<file path="src/rtl/uart_transceiver.sv">
// rtl/uart_transceiver.sv - full-duplex multi-word UART with ready/valid streams and loopback
//
// Purpose:
//   Serialises W_OUT-bit transfers as NUM_WORDS UART characters (word 0 first,
//   each LSB first) and deserialises incoming characters back into W_OUT-bit
//   transfers. TX and RX run independent FSMs. A runtime loopback feeds the
//   internal tx line straight into the receiver.
//
// Optional feature macro: UART_PARITY_EN
//   defined   : a parity bit follows the data bits on TX and is checked on RX
//               (PARITY_ODD selects odd/even)
//   undefined : frame is start + data + stop, parity_err is tied low
//
// Ports:
//   clk, rstn    clock, synchronous active-low reset
//   loopback     1: receiver listens to internal tx, 0: to the rx pin
//   rx, tx       serial input (asynchronous), serial output (idle high)
//   s_valid/s_ready/s_data      TX transfer stream, s_data word 0 sent first
//   m_valid/m_ready/m_data      RX transfer stream, first word in m_data[BPW-1:0]
//   parity_err, frame_err       status of the transfer held on m_data
//   overrun      one-cycle pulse when a completed transfer is dropped

module uart_transceiver #(
   parameter int  CLOCKS_PER_PULSE = 5208,
   parameter int  BITS_PER_WORD    = 8,
   parameter int  W_OUT            = 16,
   parameter int  PARITY_ODD       = 0,
   localparam int NUM_WORDS        = W_OUT / BITS_PER_WORD
) (
   input  logic                                          clk,
   input  logic                                          rstn,
   input  logic                                          loopback,
   input  logic                                          rx,
   output logic                                          tx,
   input  logic                                          s_valid,
   output logic                                          s_ready,
   input  logic [NUM_WORDS-1:0][BITS_PER_WORD-1:0]       s_data,
   output logic                                          m_valid,
   input  logic                                          m_ready,
   output logic [W_OUT-1:0]                              m_data,
   output logic                                          parity_err,
   output logic                                          frame_err,
   output logic                                          overrun
);

   localparam int TW     = $clog2(CLOCKS_PER_PULSE);
   localparam int BIT_W  = $clog2(BITS_PER_WORD + 1);
   localparam int WORD_W = $clog2(NUM_WORDS + 1);

   localparam logic [TW-1:0]     BIT_END   = TW'(CLOCKS_PER_PULSE - 1);
   localparam logic [TW-1:0]     HALF_END  = TW'(CLOCKS_PER_PULSE / 2 - 1);
   localparam logic [BIT_W-1:0]  LAST_BIT  = BIT_W'(BITS_PER_WORD - 1);
   localparam logic [WORD_W-1:0] LAST_WORD = WORD_W'(NUM_WORDS - 1);

   if (CLOCKS_PER_PULSE < 4) begin : g_chk_cpp
      $error("uart_transceiver: CLOCKS_PER_PULSE must be >= 4");
   end
   if ((W_OUT % BITS_PER_WORD) != 0 || W_OUT < BITS_PER_WORD) begin : g_chk_width
      $error("uart_transceiver: W_OUT must be a non-zero multiple of BITS_PER_WORD");
   end
   if (PARITY_ODD != 0 && PARITY_ODD != 1) begin : g_chk_parity
      $error("uart_transceiver: PARITY_ODD must be 0 or 1");
   end

`ifdef UART_PARITY_EN
   localparam logic PAR_ODD = (PARITY_ODD != 0);
`endif

   typedef enum logic [2:0] {
      S_IDLE,
      S_START,
      S_DATA,
`ifdef UART_PARITY_EN
      S_PARITY,
`endif
      S_STOP
   } state_t;

   // ---------------------------------------------------------------- TX
   state_t              tx_state, tx_state_next;
   logic [TW-1:0]       tx_timer;
   logic [BIT_W-1:0]    tx_bit;
   logic [WORD_W-1:0]   tx_word;
   logic [W_OUT-1:0]    tx_shift;    // whole payload shifts out LSB first, word 0 leads
   logic                tx_tick;
   logic                tx_line;
`ifdef UART_PARITY_EN
   logic                tx_par;      // running XOR of the current word's data bits
`endif

   assign tx_tick = (tx_timer == BIT_END);
   assign s_ready = (tx_state == S_IDLE);
   assign tx      = tx_line;

   always_ff @(posedge clk) begin
      if (!rstn) tx_state <= S_IDLE;
      else       tx_state <= tx_state_next;
   end

   always_comb begin
      tx_state_next = tx_state;
      tx_line       = 1'b1;
      case (tx_state)
         S_IDLE: begin
            if (s_valid) tx_state_next = S_START;
         end
         S_START: begin
            tx_line = 1'b0;
            if (tx_tick) tx_state_next = S_DATA;
         end
         S_DATA: begin
            tx_line = tx_shift[0];
            if (tx_tick && tx_bit == LAST_BIT) begin
`ifdef UART_PARITY_EN
               tx_state_next = S_PARITY;
`else
               tx_state_next = S_STOP;
`endif
            end
         end
`ifdef UART_PARITY_EN
         S_PARITY: begin
            tx_line = tx_par ^ PAR_ODD;
            if (tx_tick) tx_state_next = S_STOP;
         end
`endif
         S_STOP: begin
            if (tx_tick) tx_state_next = (tx_word == LAST_WORD) ? S_IDLE : S_START;
         end
         default: tx_state_next = S_IDLE;
      endcase
   end

   always_ff @(posedge clk) begin
      if (!rstn) begin
         tx_timer <= '0;
         tx_bit   <= '0;
         tx_word  <= '0;
         tx_shift <= '0;
`ifdef UART_PARITY_EN
         tx_par   <= 1'b0;
`endif
      end else begin
         if (tx_state == S_IDLE || tx_tick) tx_timer <= '0;
         else                               tx_timer <= tx_timer + 1'b1;

         case (tx_state)
            S_IDLE: begin
               if (s_valid) begin
                  tx_shift <= s_data;
                  tx_word  <= '0;
                  tx_bit   <= '0;
`ifdef UART_PARITY_EN
                  tx_par   <= 1'b0;
`endif
               end
            end
            S_DATA: begin
               if (tx_tick) begin
                  tx_shift <= tx_shift >> 1;
                  tx_bit   <= (tx_bit == LAST_BIT) ? '0 : tx_bit + 1'b1;
`ifdef UART_PARITY_EN
                  tx_par   <= tx_par ^ tx_shift[0];
`endif
               end
            end
            S_STOP: begin
               if (tx_tick) begin
                  tx_word <= tx_word + 1'b1;
`ifdef UART_PARITY_EN
                  tx_par  <= 1'b0;
`endif
               end
            end
            default: ;
         endcase
      end
   end

   // ---------------------------------------------------------------- RX
   logic [1:0]          rx_sync;
   logic                rx_line, rx_prev;
   state_t              rx_state, rx_state_next;
   logic [TW-1:0]       rx_timer;
   logic [BIT_W-1:0]    rx_bit;
   logic [WORD_W-1:0]   rx_word;
   logic [W_OUT-1:0]    rx_buf;      // shifts in at the MSB so the first bit lands at bit 0
   logic                rx_ferr_acc;
   logic                rx_step;
   logic                rx_xfer_done;
`ifdef UART_PARITY_EN
   logic                rx_par;
   logic                rx_perr_acc;
   logic                m_perr;
`endif

   // Loopback taps the internal line directly; it is already in this clock domain.
   assign rx_line = loopback ? tx_line : rx_sync[1];

   // START waits half a bit to land mid-bit; every later sample is a full bit apart.
   assign rx_step      = (rx_state == S_START) ? (rx_timer == HALF_END) : (rx_timer == BIT_END);
   assign rx_xfer_done = (rx_state == S_STOP) && rx_step && (rx_word == LAST_WORD);

   always_ff @(posedge clk) begin
      if (!rstn) begin
         rx_sync  <= 2'b11;
         rx_prev  <= 1'b1;
         rx_state <= S_IDLE;
      end else begin
         rx_sync  <= {rx_sync[0], rx};
         rx_prev  <= rx_line;
         rx_state <= rx_state_next;
      end
   end

   always_comb begin
      rx_state_next = rx_state;
      case (rx_state)
         S_IDLE: begin
            if (rx_prev && !rx_line) rx_state_next = S_START;
         end
         S_START: begin
            if (rx_step) rx_state_next = rx_line ? S_IDLE : S_DATA;
         end
         S_DATA: begin
            if (rx_step && rx_bit == LAST_BIT) begin
`ifdef UART_PARITY_EN
               rx_state_next = S_PARITY;
`else
               rx_state_next = S_STOP;
`endif
            end
         end
`ifdef UART_PARITY_EN
         S_PARITY: begin
            if (rx_step) rx_state_next = S_STOP;
         end
`endif
         S_STOP: begin
            if (rx_step) rx_state_next = S_IDLE;
         end
         default: rx_state_next = S_IDLE;
      endcase
   end

   always_ff @(posedge clk) begin
      if (!rstn) begin
         rx_timer    <= '0;
         rx_bit      <= '0;
         rx_word     <= '0;
         rx_buf      <= '0;
         rx_ferr_acc <= 1'b0;
`ifdef UART_PARITY_EN
         rx_par      <= 1'b0;
         rx_perr_acc <= 1'b0;
`endif
      end else begin
         if (rx_state == S_IDLE || rx_step) rx_timer <= '0;
         else                               rx_timer <= rx_timer + 1'b1;

         case (rx_state)
            S_START: begin
               if (rx_step && !rx_line) begin
`ifdef UART_PARITY_EN
                  rx_par <= 1'b0;
                  if (rx_word == '0) rx_perr_acc <= 1'b0;
`endif
                  if (rx_word == '0) rx_ferr_acc <= 1'b0;
               end
            end
            S_DATA: begin
               if (rx_step) begin
                  rx_buf <= {rx_line, rx_buf[W_OUT-1:1]};
                  rx_bit <= (rx_bit == LAST_BIT) ? '0 : rx_bit + 1'b1;
`ifdef UART_PARITY_EN
                  rx_par <= rx_par ^ rx_line;
`endif
               end
            end
`ifdef UART_PARITY_EN
            S_PARITY: begin
               if (rx_step) rx_perr_acc <= rx_perr_acc | (rx_par ^ rx_line ^ PAR_ODD);
            end
`endif
            S_STOP: begin
               if (rx_step) begin
                  rx_ferr_acc <= rx_ferr_acc | ~rx_line;
                  rx_word     <= (rx_word == LAST_WORD) ? '0 : rx_word + 1'b1;
               end
            end
            default: ;
         endcase
      end
   end

   // A completion coinciding with the consumer's acceptance reloads instead of dropping.
   always_ff @(posedge clk) begin
      if (!rstn) begin
         m_valid   <= 1'b0;
         m_data    <= '0;
         frame_err <= 1'b0;
         overrun   <= 1'b0;
`ifdef UART_PARITY_EN
         m_perr    <= 1'b0;
`endif
      end else begin
         overrun <= 1'b0;
         if (rx_xfer_done) begin
            if (!m_valid || m_ready) begin
               m_valid   <= 1'b1;
               m_data    <= rx_buf;
               frame_err <= rx_ferr_acc | ~rx_line;
`ifdef UART_PARITY_EN
               m_perr    <= rx_perr_acc;
`endif
            end else begin
               overrun <= 1'b1;
            end
         end else if (m_ready) begin
            m_valid <= 1'b0;
         end
      end
   end

`ifdef UART_PARITY_EN
   assign parity_err = m_perr;
`else
   assign parity_err = 1'b0;
`endif

endmodule

</file>
<file path="config.mk">
export PLATFORM = sky130hd
export DESIGN_NAME = uart_transceiver
export DESIGN_NICKNAME = d
export VERILOG_FILES = /design/src/rtl/uart_transceiver.sv
export SDC_FILE = /design/constraint.sdc
export NUM_CORES = 1
export LEC_CHECK = 0
export CAP_MARGIN = 20
export CORE_MARGIN = 3
export CORE_UTILIZATION = 40
export DETAILED_ROUTE_END_ITERATION = 16
export PLACE_DENSITY = 0.66
export SLEW_MARGIN = 20
export SYNTH_ARGS = -nofsm -noshare
export SYNTH_HDL_FRONTEND = slang
export SYNTH_SLANG_ARGS = --single-unit
</file>
<file path="constraint.sdc">
create_clock -name clk -period 4.9 [get_ports clk]
set_input_delay 1.47 -clock clk [delete_from_list [all_inputs] [get_ports clk]]
set_output_delay 1.47 -clock clk [all_outputs]
set_load 0.05 [all_outputs]
</file>
== Word-level counts from Yosys, hierarchy flattened ==
Cells that the tools add are included.

* Register bits after elaboration: 99
* Bits of input ports: 22
* Output and inout port bits: 22
* Logic and storage cells: 116

* Add/sub/neg operators: 6
* Equality and inequality tests: 25
* Multiplexer cells: 35
* Bitwise logic cells: 3
* Reductions and logical operators: 30

{| class="wikitable"
|+ Operators with widths
! operator !! count
|-
| $mux 16 || 2
|-
| $pmux 16 s2 || 1
|-
| $add 13x1->13 const B || 2
|-
| $eq 13x13->1 const B || 2
|-
| $mux 3 || 8
|-
| $pmux 3 s4 || 2
|-
| $ne 2x2->1 const B || 9
|-
| $mux 4 || 4
|-
| $eq 13x12->1 const B || 1
|-
| $eq 3x2->1 const B || 4
|-
| $reduce_and 4->1 || 3
|-
| $mux 1 || 10
|-
| $reduce_and 2->1 || 5
|-
| $add 4x1->4 const B || 2
|-
| $eq 4x3->1 const B || 2
|-
| $mux 2 || 4
|-
| $pmux 4 s2 || 1
|-
| $reduce_bool 2->1 || 4
|-
| $eq 3x1->1 const B || 2
|-
| $logic_and 1x1->1 || 6
|-
| $logic_not 3->1 || 2
|-
| $ne 2x1->1 const B || 3
|-
| $reduce_and 3->1 || 2
|-
| $add 2x1->2 const B || 2
|-
| 9 further kinds || 16
|}

== Logic depth before layout (Yosys ltp) ==
* Depth in word-level cells: 7
* Mapped depth: 9
* Mapped depth without buffers: 7

== Worst setup path after synthesis ==
OpenSTA, ideal clock, no wires.

* Path type: register to output
* From: register tx_state[0]
* To: output tx
* Arrival time: 1,683 ps
* Slack: 1,747 ps
* Cell stages (with the launch flop): 5
* Cells stage by stage: dfxtp_1 > inv_1 > ha_1 > clkbuf_1 > mux2i_1

* Longest elaborated chain between the ends: 2

{| class="wikitable"
|+ RTL lines
! what !! RTL line !! RTL
|-
| start, declared || 80 || <nowiki>state_t tx_state, tx_state_next;</nowiki>
|-
| start signal, assigned || 97 || <nowiki>else tx_state <= tx_state_next;</nowiki>
|-
| $eq 3x2->1 or $eq 3x1->1 (tied branches) || 103 || <nowiki>case (tx_state)</nowiki>
|-
| $pmux 1 s2 * || 103 ||
|-
| end, declared || 34 || <nowiki>output logic tx,</nowiki>
|}

Every way passes the cells marked *; elsewhere a longest branch is shown, timed or not.

== Worst setup path in the final report ==
Ends and elaborated chain as after synthesis.

==> metrics.yaml <==
final_layout:
  final_common_cell: "dfxtp_1"
  nFillCells: 936
  diodes: 0
  nets: 541
  fin_cells: 648
  synthToLayoutAreaGrowth_pct: 16.4
  layout_common_cells: "97 x dfxtp_1, 73 x nand2_1, 51 x nor2_1, 41 x clkdlybuf4s50_1, 32 x nand3_1"
  drive_gt1_frac: 0.0524
synth:
  synth_top_family_by_area: "simple AND/OR/NAND/NOR gates"
  synth_cell_types: 51
  synth_compound_area_frac: 0.136
  synthXorXnorAreaFrac: 0.0440
  yosys.area_share.adder: 0.0269
  synthMuxAreaShare: 0.0482
  syn_area_per_cell_um2: 8.66
  synth_area_leader_cell: "dfxtp_1"
  synthTopCellsByArea: "dfxtp_1 46%, nand2_1 6.6%, nor2_1 4.6%"
  synthFlopType: "dfxtp_1"
  synth-seq-cells: 97
  synthCells: 483
  ys_seq_area_frac: 0.464
  netlist_area_mm2: 0.00418
  ys_async_sr_fraction: 0
  yosys_warnings: 0
  synth_simple_gate_area_frac: 0.241
  syn_nets: 514
  synth-edff-count: 0
  yosysTopAreaCellShare: 0.464
global_route:
  grt_pass1_vias: 3122
  gr-total-overflow: 0
  grt_usage: 0.148
  grt_first_pass_wirelength_um: 14100
  grt_max_degree: 51
  antenna_found_initial: 0
sta:
  fin_crit_ns: 3.91
  rsz0062_at_grt: "false"
  max_freq_ghz: 0.256
  tightest_slew_ns: 1.07
  drv_slew: 0
  relSlewSlack: 0.285
  tns_ns: 0
  fin_skew_ns: 0.0119
  setup-violations-final: 0
  hold_violations: 0
  period_share: 0.799
  whs_ns: 0.421
clock_tree:
  clockBufferDepth: 2
  cts_setup_buffers: 0
  clock-sinks: 97
  path_clk_slew_ns: 0.10
  cts_resized: 0
  cts_root_buffer: "clkbuf_8"
  htreeDepth: 3
  cts_tree: "built"
  cts_hold_repair.buffers: 0
  cts_buffers: 9
  clk-insertion-delay-late_ns: 0.37
place:
  place_inst: 632
  gp_congestion: 0.790
  port_buffers: 42
  dp_hpwl_um: 5520
worst_setup_path:
  setup.worst_path.class: "reg -> out"
  crit_start: "tx_state[0]"
  crit_path_max_fanout: 26
  startpoint_type: "flip-flop"
  worstPathRequired_ns: 3.43
  cp.arrival_ns: 2.44
  worstReg2RegStart: "rx_timer[2]"
  end_kind: "primary output"
run:
  max_cap_viol_count: 0
power:
  powerDensity_mw_per_mm2: 405
  total_power_uw: 1970
  power.leakage_uw: 0.00158
  ir_drop_uv: 174
routing:
  ant_nets: 0
  route.vias.total: 3301
  avgViaCountPerCell: 5.09
  drc: 0
  routed_wl_um: 8300
  drt_iter0_drc: 128
  wl_per_cell_um: 12.8
  dr.pass1.iters: 4
floorplan:
  start_util: 0.420
  num_io_pins: 44
  core_mm2: 0.00995
  die_h_um: 108
  std_cell_rows: 36
  die_area_mm2: 0.0117
  fp.dieW_um: 108
run_status:
  status: "finished clean"
worst_hold_path:
  hold_path.startpoint: "rx_sync[0]"
  hold_class: "reg -> reg"
[Yosys cell counts, types with 9 or more instances]
library cell  number
nand2b_1           9
dfxtp_1           97
o21ai_1           10
o21ai_0           15
inv_1              9
nor2_1            51
nand2_1           73
xnor2_1           10
a211oi_1          17
mux2i_1           19
nand3_1           32
clkbuf_1          19
ha_1               9
a21oi_1           29
xor2_1            11
[cells by family after synthesis]
family,Yosys count
other,1
and+or+nand+nor,210
AOI/OAI and AO/OA,86
muxes,20
adders and majority gates,9
DFF,97
buffers and inverters,39
xor gates and xnor gates,21
[through the flow]
step	setup slack (ns)	util	cell area (um2)
after floorplan	1.75	-	4180
after global placement	1.47	0.468	4660
after detailed placement	1.39	0.468	4660
after CTS	0.963	0.489	4870
after global routing	0.826	0.489	4870
final	0.987	0.489	4870
[worst max-delay path, cell delays in order, from the launching register on]
cell and delay, ns:
dfxtp_1 0.35, inv_1 0.11, ha_1 0.16, buf_4 0.33, mux2i_1 0.29, clkdlybuf4s50_1 0.84
[registers in the layout (all words and copies together) (netlist names), 2 cells and up]
register and flops:
m_data 16, rx_buf 16, tx_shift 16, rx_timer 13
tx_timer 13, rx_bit 4, tx_bit 4, rx_state 2
rx_sync 2, rx_word 2, tx_state 2, tx_word 2
[layer usage]
metal	track usage	wire, um	part of all wire
met5	0	0	0
met4	0.0505	126	0.015
met3	0.0364	259	0.031
met2	0.242	3830	0.46
met1	0.191	4080	0.49
[power breakdown]
group | switching, uW | internal [uW] | total [uW] | leakage (uW)
registers | 44.5 | 860 | 904 | 0.000786
clock network | 285 | 251 | 536 | 0.0000949
logic | 329 | 200 | 529 | 0.000697
total | 659 | 1310 | 1970 | 0.00158
[final cells by class]
class / count / area (um2) / share of cell area
flip-flops and latches: 97 / 1940 / 0.399
clock buffers: 10 / 138 / 0.0283
repair buffers: 45 / 438 / 0.0900
inverters: 10 / 37.5 / 0.00771
well taps: 133 / 166 / 0.0342
multi-input cells: 347 / 2080 / 0.427
clock inverters: 6 / 66.3 / 0.0136
[worst paths after layout]
| check | endpoint | slack, ns | depth (start not counted) |
|---|---|---|---|
| worst max-delay path | tx | 0.99 | 5 |
| worst max register to register | rx_bit[3] | 2.34 | 5 |
| worst min-delay path | rx_sync[1] | 0.42 | 1 |
| worst min register to register | rx_sync[1] | 0.42 | 1 |
(Power assumes the default switching activity.)
